$ cat src/rtl/uart_rx.sv
// ---------------------------------------------------------------------------
// uart_rx -- serial-to-parallel UART receiver, 8 data bits, LSB first.
//
// Detects a start bit on serial_i and samples each bit in the middle of its
// window using a baud divider that is latched at start detect. The stop bit is
// checked. A good byte lands in a single-entry holding register that the host
// consumes with a rising edge on ack_i.
//
// Optional feature: define UART_RX_PARITY_EN to compile in the PARITY state
// and parity checking. Without it, frames are always 8N1 and parity_bit_i /
// parity_even_i are ignored.
//
// Ports:
//   clock_i          in   1   system clock
//   reset_i          in   1   asynchronous active-low reset
//   ack_i            in   1   host acknowledge; a rising edge consumes the byte
//   parity_bit_i     in   1   1 = frame carries a parity bit after the data
//   parity_even_i    in   1   1 = even parity, 0 = odd parity
//   serial_i         in   1   serial line, idle high, already synchronized
//   clock_divider_i  in  16   clocks per bit; 0 and 1 behave as 2
//   data_o           out  8   last accepted byte
//   ready_o          out  1   data_o holds an unconsumed byte
// ---------------------------------------------------------------------------
module uart_rx (
    input  logic        clock_i,
    input  logic        reset_i,
    input  logic        ack_i,
    input  logic        parity_bit_i,
    input  logic        parity_even_i,
    input  logic        serial_i,
    input  logic [15:0] clock_divider_i,
    output logic [7:0]  data_o,
    output logic        ready_o
);

    typedef enum logic [2:0] {
        IDLE,
        START,
        DATA,
`ifdef UART_RX_PARITY_EN
        PARITY,
`endif
        STOP
    } state_t;

    state_t      state;
    logic [15:0] div;        // divider frozen for the current frame
    logic [15:0] cnt;        // cycle position relative to the last sample
    logic [2:0]  bit_idx;
    logic [7:0]  shift;
    logic        bad;        // frame already known to be unusable
    logic        ack_prev;

    logic [15:0] div_eff;
    logic [15:0] half;
    logic        ack_rise;

`ifdef UART_RX_PARITY_EN
    logic        par_en;
    logic        par_even;
`else
    logic        unused_parity;
    assign unused_parity = parity_bit_i ^ parity_even_i;
`endif

    assign div_eff  = (clock_divider_i < 16'd2) ? 16'd2 : clock_divider_i;
    assign half     = div >> 1;
    assign ack_rise = ack_i & ~ack_prev;

    // cnt is loaded with 1 at start detect, so the START sample lands on cycle
    // floor(D/2); every later sample is exactly D cycles after the previous.
    always_ff @(posedge clock_i or negedge reset_i) begin
        if (!reset_i) begin
            state    <= IDLE;
            div      <= 16'd2;
            cnt      <= 16'd0;
            bit_idx  <= 3'd0;
            shift    <= 8'h00;
            bad      <= 1'b0;
            ack_prev <= 1'b0;
            data_o   <= 8'h00;
            ready_o  <= 1'b0;
`ifdef UART_RX_PARITY_EN
            par_en   <= 1'b0;
            par_even <= 1'b0;
`endif
        end else begin
            ack_prev <= ack_i;
            // An acceptance later in this block overrides this clear, which
            // gives the new byte priority over a simultaneous ack edge.
            if (ack_rise) begin
                ready_o <= 1'b0;
            end

            case (state)
                IDLE: begin
                    if (!serial_i) begin
                        div     <= div_eff;
                        cnt     <= 16'd1;
                        bit_idx <= 3'd0;
                        bad     <= 1'b0;
`ifdef UART_RX_PARITY_EN
                        par_en   <= parity_bit_i;
                        par_even <= parity_even_i;
`endif
                        state   <= START;
                    end
                end

                START: begin
                    if (cnt == half) begin
                        cnt   <= 16'd1;
                        // A high mid-start sample is a glitch, not a frame.
                        state <= serial_i ? IDLE : DATA;
                    end else begin
                        cnt <= cnt + 16'd1;
                    end
                end

                DATA: begin
                    if (cnt == div) begin
                        cnt     <= 16'd1;
                        shift   <= {serial_i, shift[7:1]};
                        bit_idx <= bit_idx + 3'd1;
                        if (bit_idx == 3'd7) begin
`ifdef UART_RX_PARITY_EN
                            state <= par_en ? PARITY : STOP;
`else
                            state <= STOP;
`endif
                        end
                    end else begin
                        cnt <= cnt + 16'd1;
                    end
                end

`ifdef UART_RX_PARITY_EN
                PARITY: begin
                    if (cnt == div) begin
                        cnt   <= 16'd1;
                        // Even parity expects the XOR of the data bits;
                        // odd parity expects its inverse.
                        if (serial_i != ((^shift) ^ ~par_even)) begin
                            bad <= 1'b1;
                        end
                        state <= STOP;
                    end else begin
                        cnt <= cnt + 16'd1;
                    end
                end
`endif

                STOP: begin
                    if (cnt == div) begin
                        cnt   <= 16'd0;
                        // Leave at the stop sample so a back-to-back start
                        // bit is seen on the very next edge.
                        state <= IDLE;
                        if (serial_i && !bad && (!ready_o || ack_rise)) begin
                            data_o  <= shift;
                            ready_o <= 1'b1;
                        end
                    end else begin
                        cnt <= cnt + 16'd1;
                    end
                end

                default: begin
                    state <= IDLE;
                end
            endcase
        end
    end

endmodule

$ cat config.mk
export PLATFORM = sky130hd
export DESIGN_NAME = uart_rx
export DESIGN_NICKNAME = d
export VERILOG_FILES = /design/src/rtl/uart_rx.sv
export SDC_FILE = /design/constraint.sdc
export NUM_CORES = 1
export LEC_CHECK = 0
export BUFFER_PORTS_ARGS = -buffer_cell sky130_fd_sc_hd__buf_2
export CORE_MARGIN = 2
export CORE_UTILIZATION = 59
export DETAILED_ROUTE_END_ITERATION = 12
export GPL_TIMING_DRIVEN = 1
export PLACE_DENSITY = 0.78
export RECOVER_POWER = 25
export SLEW_MARGIN = 30
export SYNTH_ARGS = -nofsm -noshare
export SYNTH_HDL_FRONTEND = slang
export SYNTH_SLANG_ARGS = --single-unit
$ cat constraint.sdc
create_clock -name clock_i -period 2.53 [get_ports clock_i]
set_input_delay 0.759 -clock clock_i [delete_from_list [all_inputs] [get_ports clock_i]]
set_output_delay 0.759 -clock clock_i [all_outputs]
set_load 0.01 [all_outputs]
* Word-level counts from Yosys, hierarchy flattened
Cells that the tools add are included. W data, S select, Z words.
Operators by class: $add $sub $neg 2, magnitude comparators 1, eq/ne operators 11, muxes and demuxes 20, bitwise operators 3, reduce and logical (&&, ||, !) cells 12
Operators by type and width (number):
- $mux W16 | 5
- $pmux W16 S4 | 1
- $mux W3 | 7
- $add A16 B1 Y16 const B | 1
- $eq A16 B15 Y1 | 1
- $eq A16 B16 Y1 | 1
- $lt A16 B2 Y1 const B | 1
- $pmux W3 S4 | 1
- $ne A2 B2 Y1 const B | 5
- $eq A3 B2 Y1 const B | 2
- $pmux W3 S2 | 1
- $reduce_and A2 Y1 | 3
- $reduce_and A3 Y1 | 2
- $reduce_and A5 Y1 | 1
- $mux W1 | 4
- $reduce_bool A4 Y1 | 1
- $add A3 B1 Y3 const B | 1
- $eq A3 B1 Y1 const B | 1
- $eq A3 B3 Y1 const B | 1
- $logic_not A3 Y1 | 1
- $mux W2 | 1
- $not A1 Y1 | 2
- $reduce_bool A2 Y1 | 1
- $and A1 B1 Y1 | 1
- 3 further kinds | 3
Word-level totals: register bits after elaboration 56, output and inout port bits 9, logic and storage cells 57

* Longest topological paths before layout
word-level depth 7, depth in mapped cells 9, depth with buffers taken out 7

* Worst setup path after synthesis
Ideal clock, no wire load.
path kind register -> register, start point register cnt[0], end point register cnt[4], setup time 0.121 ns, arrival time 1.961 ns, data required time 2.409 ns, path slack 0.448 ns, stages on the path, launching flop included 9, buffers on the path 2, clock period less this slack 2.082 ns, cells stage by stage dfrtp_1 clkbuf_1 xor2_1 nor4_1 nand4_1 a22oi_1 buf_2 o31ai_1 a22o_1
On the way: longest elaborated chain between the ends 3
Ends and longest elaborated chain:
- start, declared | RTL line 48 | logic [15:0] cnt;
- start signal, assigned | RTL line 116 | cnt <= cnt + 16'd1;
- start signal, assigned | RTL line 133 | cnt <= cnt + 16'd1;
- start signal, assigned | RTL line 164 | cnt <= cnt + 16'd1;
- $add A16 B1 Y16, or another cell as far along | RTL line 116, 133, 164
- $mux W16 (on tied branches) | RTL line 154, 111, 121
- $pmux W16 S4 * | RTL line 95 | case (state)
Every way passes the cells marked *; elsewhere a longest branch is shown, timed or not. A chain may end at the register's enable or synchronous reset.

* Final worst setup path
start point register cnt[2], end point register data_o[6]
On the way: longest elaborated chain between the ends 2
Ends and longest elaborated chain:
- $eq A16 B16 Y1 | RTL line 154 | if (cnt == div) begin
- $reduce_and A3 Y1 (no line)
- end signal, assigned | RTL line 160 | data_o <= shift;
- end, declared | RTL line 32 | output logic [7:0] data_o,
No other way between the ends.

==> run summary <==
# resized after CTS = 0
CP required = 2740 ps
Number of routed nets with antenna violations = 0
Syn Nets = 306
Clock Skews = 13.9 ps
Critical path's largest stage delay = 610 ps
CTS tree = done
Final-report hold violation count = 0
Largest net degree at the start of global routing = 31
WHS Endpoint = data_o[0]$_DFFE_PN0P_
Reg2reg setup slack = 210 ps
Hold path depth = 1
CP delay by family, top = simple AND/OR/NAND/NOR gates
R2r startpoint = cnt[2]$_DFFE_PN0P_
Register area share after synthesis = 46.2%
Reg area = 1380 um2
CP cell instances = xor2_1 > nor4_1 > nand4_1 > or3b_1 > mux2_2
Overall routing resource usage = 23.9%
Post-Place Worst Slack = 244 ps
Detail Placement HPWL = 4200 um
DRC Markers = 0
PnR worst setup slack = 210 ps
CP Class = flop to flop
Total setup buffers inserted after CTS = 0
Gr ovfl total = 0
Placed inst area = 3190 um2
Initial DRT Pass Iterations = 4
Highest-count cells in the layout ignoring fill and taps = 54 x dfrtp_1, 31 x xor2_1, 30 x mux2_2
Ranking of synthesized cells by area = dfrtp_1 45%, mux2_2 11%, xor2_1 9.1%
Fin area = 3310 um2
Post-DR vias/cell = 5.82
Reg clk slew, reported paths = 100 ps
Clk root buf = clkbuf_8
Final nets = 333
Area grow syn2layout = 11.0%
Multi-input logic area = 1460 um2
Initial drt markers = 161
Leading cell type in the layout, fill and taps excluded = dfrtp_1
Starting density of the core = 62.3%
Latest clock arrival within the worst-skew pair = 320 ps
Die height = 75.1 um
Routability congestion estimate = 0.880
Post-route clock period utilization = 91.7%
Synth area leader = dfrtp_1
Fin. max-slew vios = 0
CP Buf/Inv Count = 0
Die X = 75.1 um
Post-route setup TNS = 0 ps
H-tree levels = 2
Clock buffer depth = 2
Row count = 25
Fill count = 365
Final setup fails = 0
Fmax = 0.431 GHz
Cell area after synthesis = 2980 um2
Antenna Cells = 0
First-pass GRT wire length = 10200 um
Yosys reg bits = 55
Die ar. = 5640 um2
Worst Hold Class = flop to flop
Yosys cell types = 36
Hold-fix buffers, CTS = 0
CTS Buf Count = 5
Initial antenna violation count = 0
CORE AREA = 4790 um2
IR drop worst, VDD = 0.374 mV
Worst EP arrival = 2530 ps
IO Pins = 31
Slew at the pin closest to its max-slew limit = 1430 ps
RSZ-0062 raised after global routing = no
Reg-to-Reg End = data_o[6]$_DFFE_PN0P_
Number of global-route vias before repair = 2098
Final core occ = 69.1%
Clock sinks = 55
Critical path's slowest cell = or3b_1
Port bufs = 28
HP Start = data_o[0]$_DFFE_PN0P_
Critical Path Source Type = flop
Share of the synthesized area in the top cell type = 45.3%
Critical Path End Type = flop
P per Cell Area = 463 nW/um2
WL final = 5860 um
Max_slew headroom = 4.50%
Max_cap viols = 0
Min Tclk post-route = 2320 ps
Wire per inst = 15.8 um
Syn Area/Cell = 10.8 um2
Post-Synthesis Cells = 276
Via Count = 2161
FF-to-FF path depth = 5
Outcome = complete, no violations
LEAKAGE = 0.00174 uW
Synthesis Warnings = 0
CP Max Fanout = 8
Layout cells sized above 1 = 26.0%
## power breakdown
part	total [uW]	leakage (uW)	internal [uW]	switching, uW
combinational	41.4	0.000972	15.2	26.2
clock	609	0.0000587	301	309
sequential	881	0.000714	880	0.778
total	1530	0.00174	1200	336
## kinds of logic after synthesis
group,synth area share [%]
and+or+nand+nor,12.7
DFF,46.2
AOI/OAI and AO/OA,11.5
muxes,12.3
xor gates and xnor gates,9.11
buffers and inverters,4.74
adders and majority gates,3.36
## layer usage
layer	routed length (um)	GRT usage, %	part of all wire, %
met1	2860	35.4	49
met2	2700	36.0	46
met3	226	4.69	3.9
met4	76	6.75	1.3
met5	0	0	0
## worst max path at each step
stage                       startpoint               endpoint  cells past startpoint
floorplan           cnt[0]$_DFFE_PN0P_     cnt[4]$_DFFE_PN0P_                      8
global placement    cnt[2]$_DFFE_PN0P_  data_o[5]$_DFFE_PN0P_                      5
detailed placement  cnt[2]$_DFFE_PN0P_  data_o[5]$_DFFE_PN0P_                      5
CTS                 cnt[2]$_DFFE_PN0P_  data_o[6]$_DFFE_PN0P_                      5
global route        cnt[9]$_DFFE_PN0P_  data_o[6]$_DFFE_PN0P_                      5
finish              cnt[2]$_DFFE_PN0P_  data_o[6]$_DFFE_PN0P_                      5
## state kept, by name, summed over array words and instances (netlist names)
name / cells
data_o: 8
ready_o: 1
bit_idx: 3
div: 16
state: 2
cnt: 16
ack_prev: 1
shift: 8
## synthesized netlist by cell type (all sizes together)
| cell | count |
|---|---|
| dfrtp | 54 |
| xor2 | 31 |
| mux2 | 30 |
| nand2 | 18 |
| a22o | 15 |
| nor4 | 14 |
| nor2 | 12 |
| inv | 11 |
| o31ai | 11 |
| buf | 10 |
| clkbuf | 8 |
| ha | 8 |
| nand3 | 8 |
| o21ai | 8 |
| nor3 | 6 |
| nor2b | 5 |
| and3 | 3 |
| mux2i | 3 |
| nand4 | 3 |
| or2 | 3 |
| a21o | 2 |
| a221oi | 2 |
| a211oi | 1 |
| a22oi | 1 |
| a311o | 1 |
| and2 | 1 |
| dfstp | 1 |
| o21bai | 1 |
| o22a | 1 |
| o22ai | 1 |
| o2bb2ai | 1 |
| or3 | 1 |
| or3b | 1 |
## through the flow
stage | total power (uW) | hold WS (ps) | cells
6_report | 1530 | 509 | 371
5_1_grt | 1580 | 538 | 371
4_1_cts | 1540 | 449 | 371
3_5_place_dp | 941 | 488 | 363
3_3_place_gp | 941 | 483 | 363
2_1_floorplan | 901 | 460 | 276
## worst register-to-register path, cell delays in order (launching register included)
cell and delay (ps):
dfrtp_1 500, xor2_1 190, nor4_1 300, nand4_1 280, or3b_1 610, mux2_2 330
## area by class of cell
cell class | count | share of cell area (%)
well taps | 67 | 2.53
repair buffers | 38 | 6.85
inverters | 11 | 1.25
clock inverters | 3 | 1.44
clock buffers | 5 | 2.08
multi-input cells | 192 | 44.2
flip-flops and latches | 55 | 41.7
No activity file was read; power rests on OpenSTA's default activity.
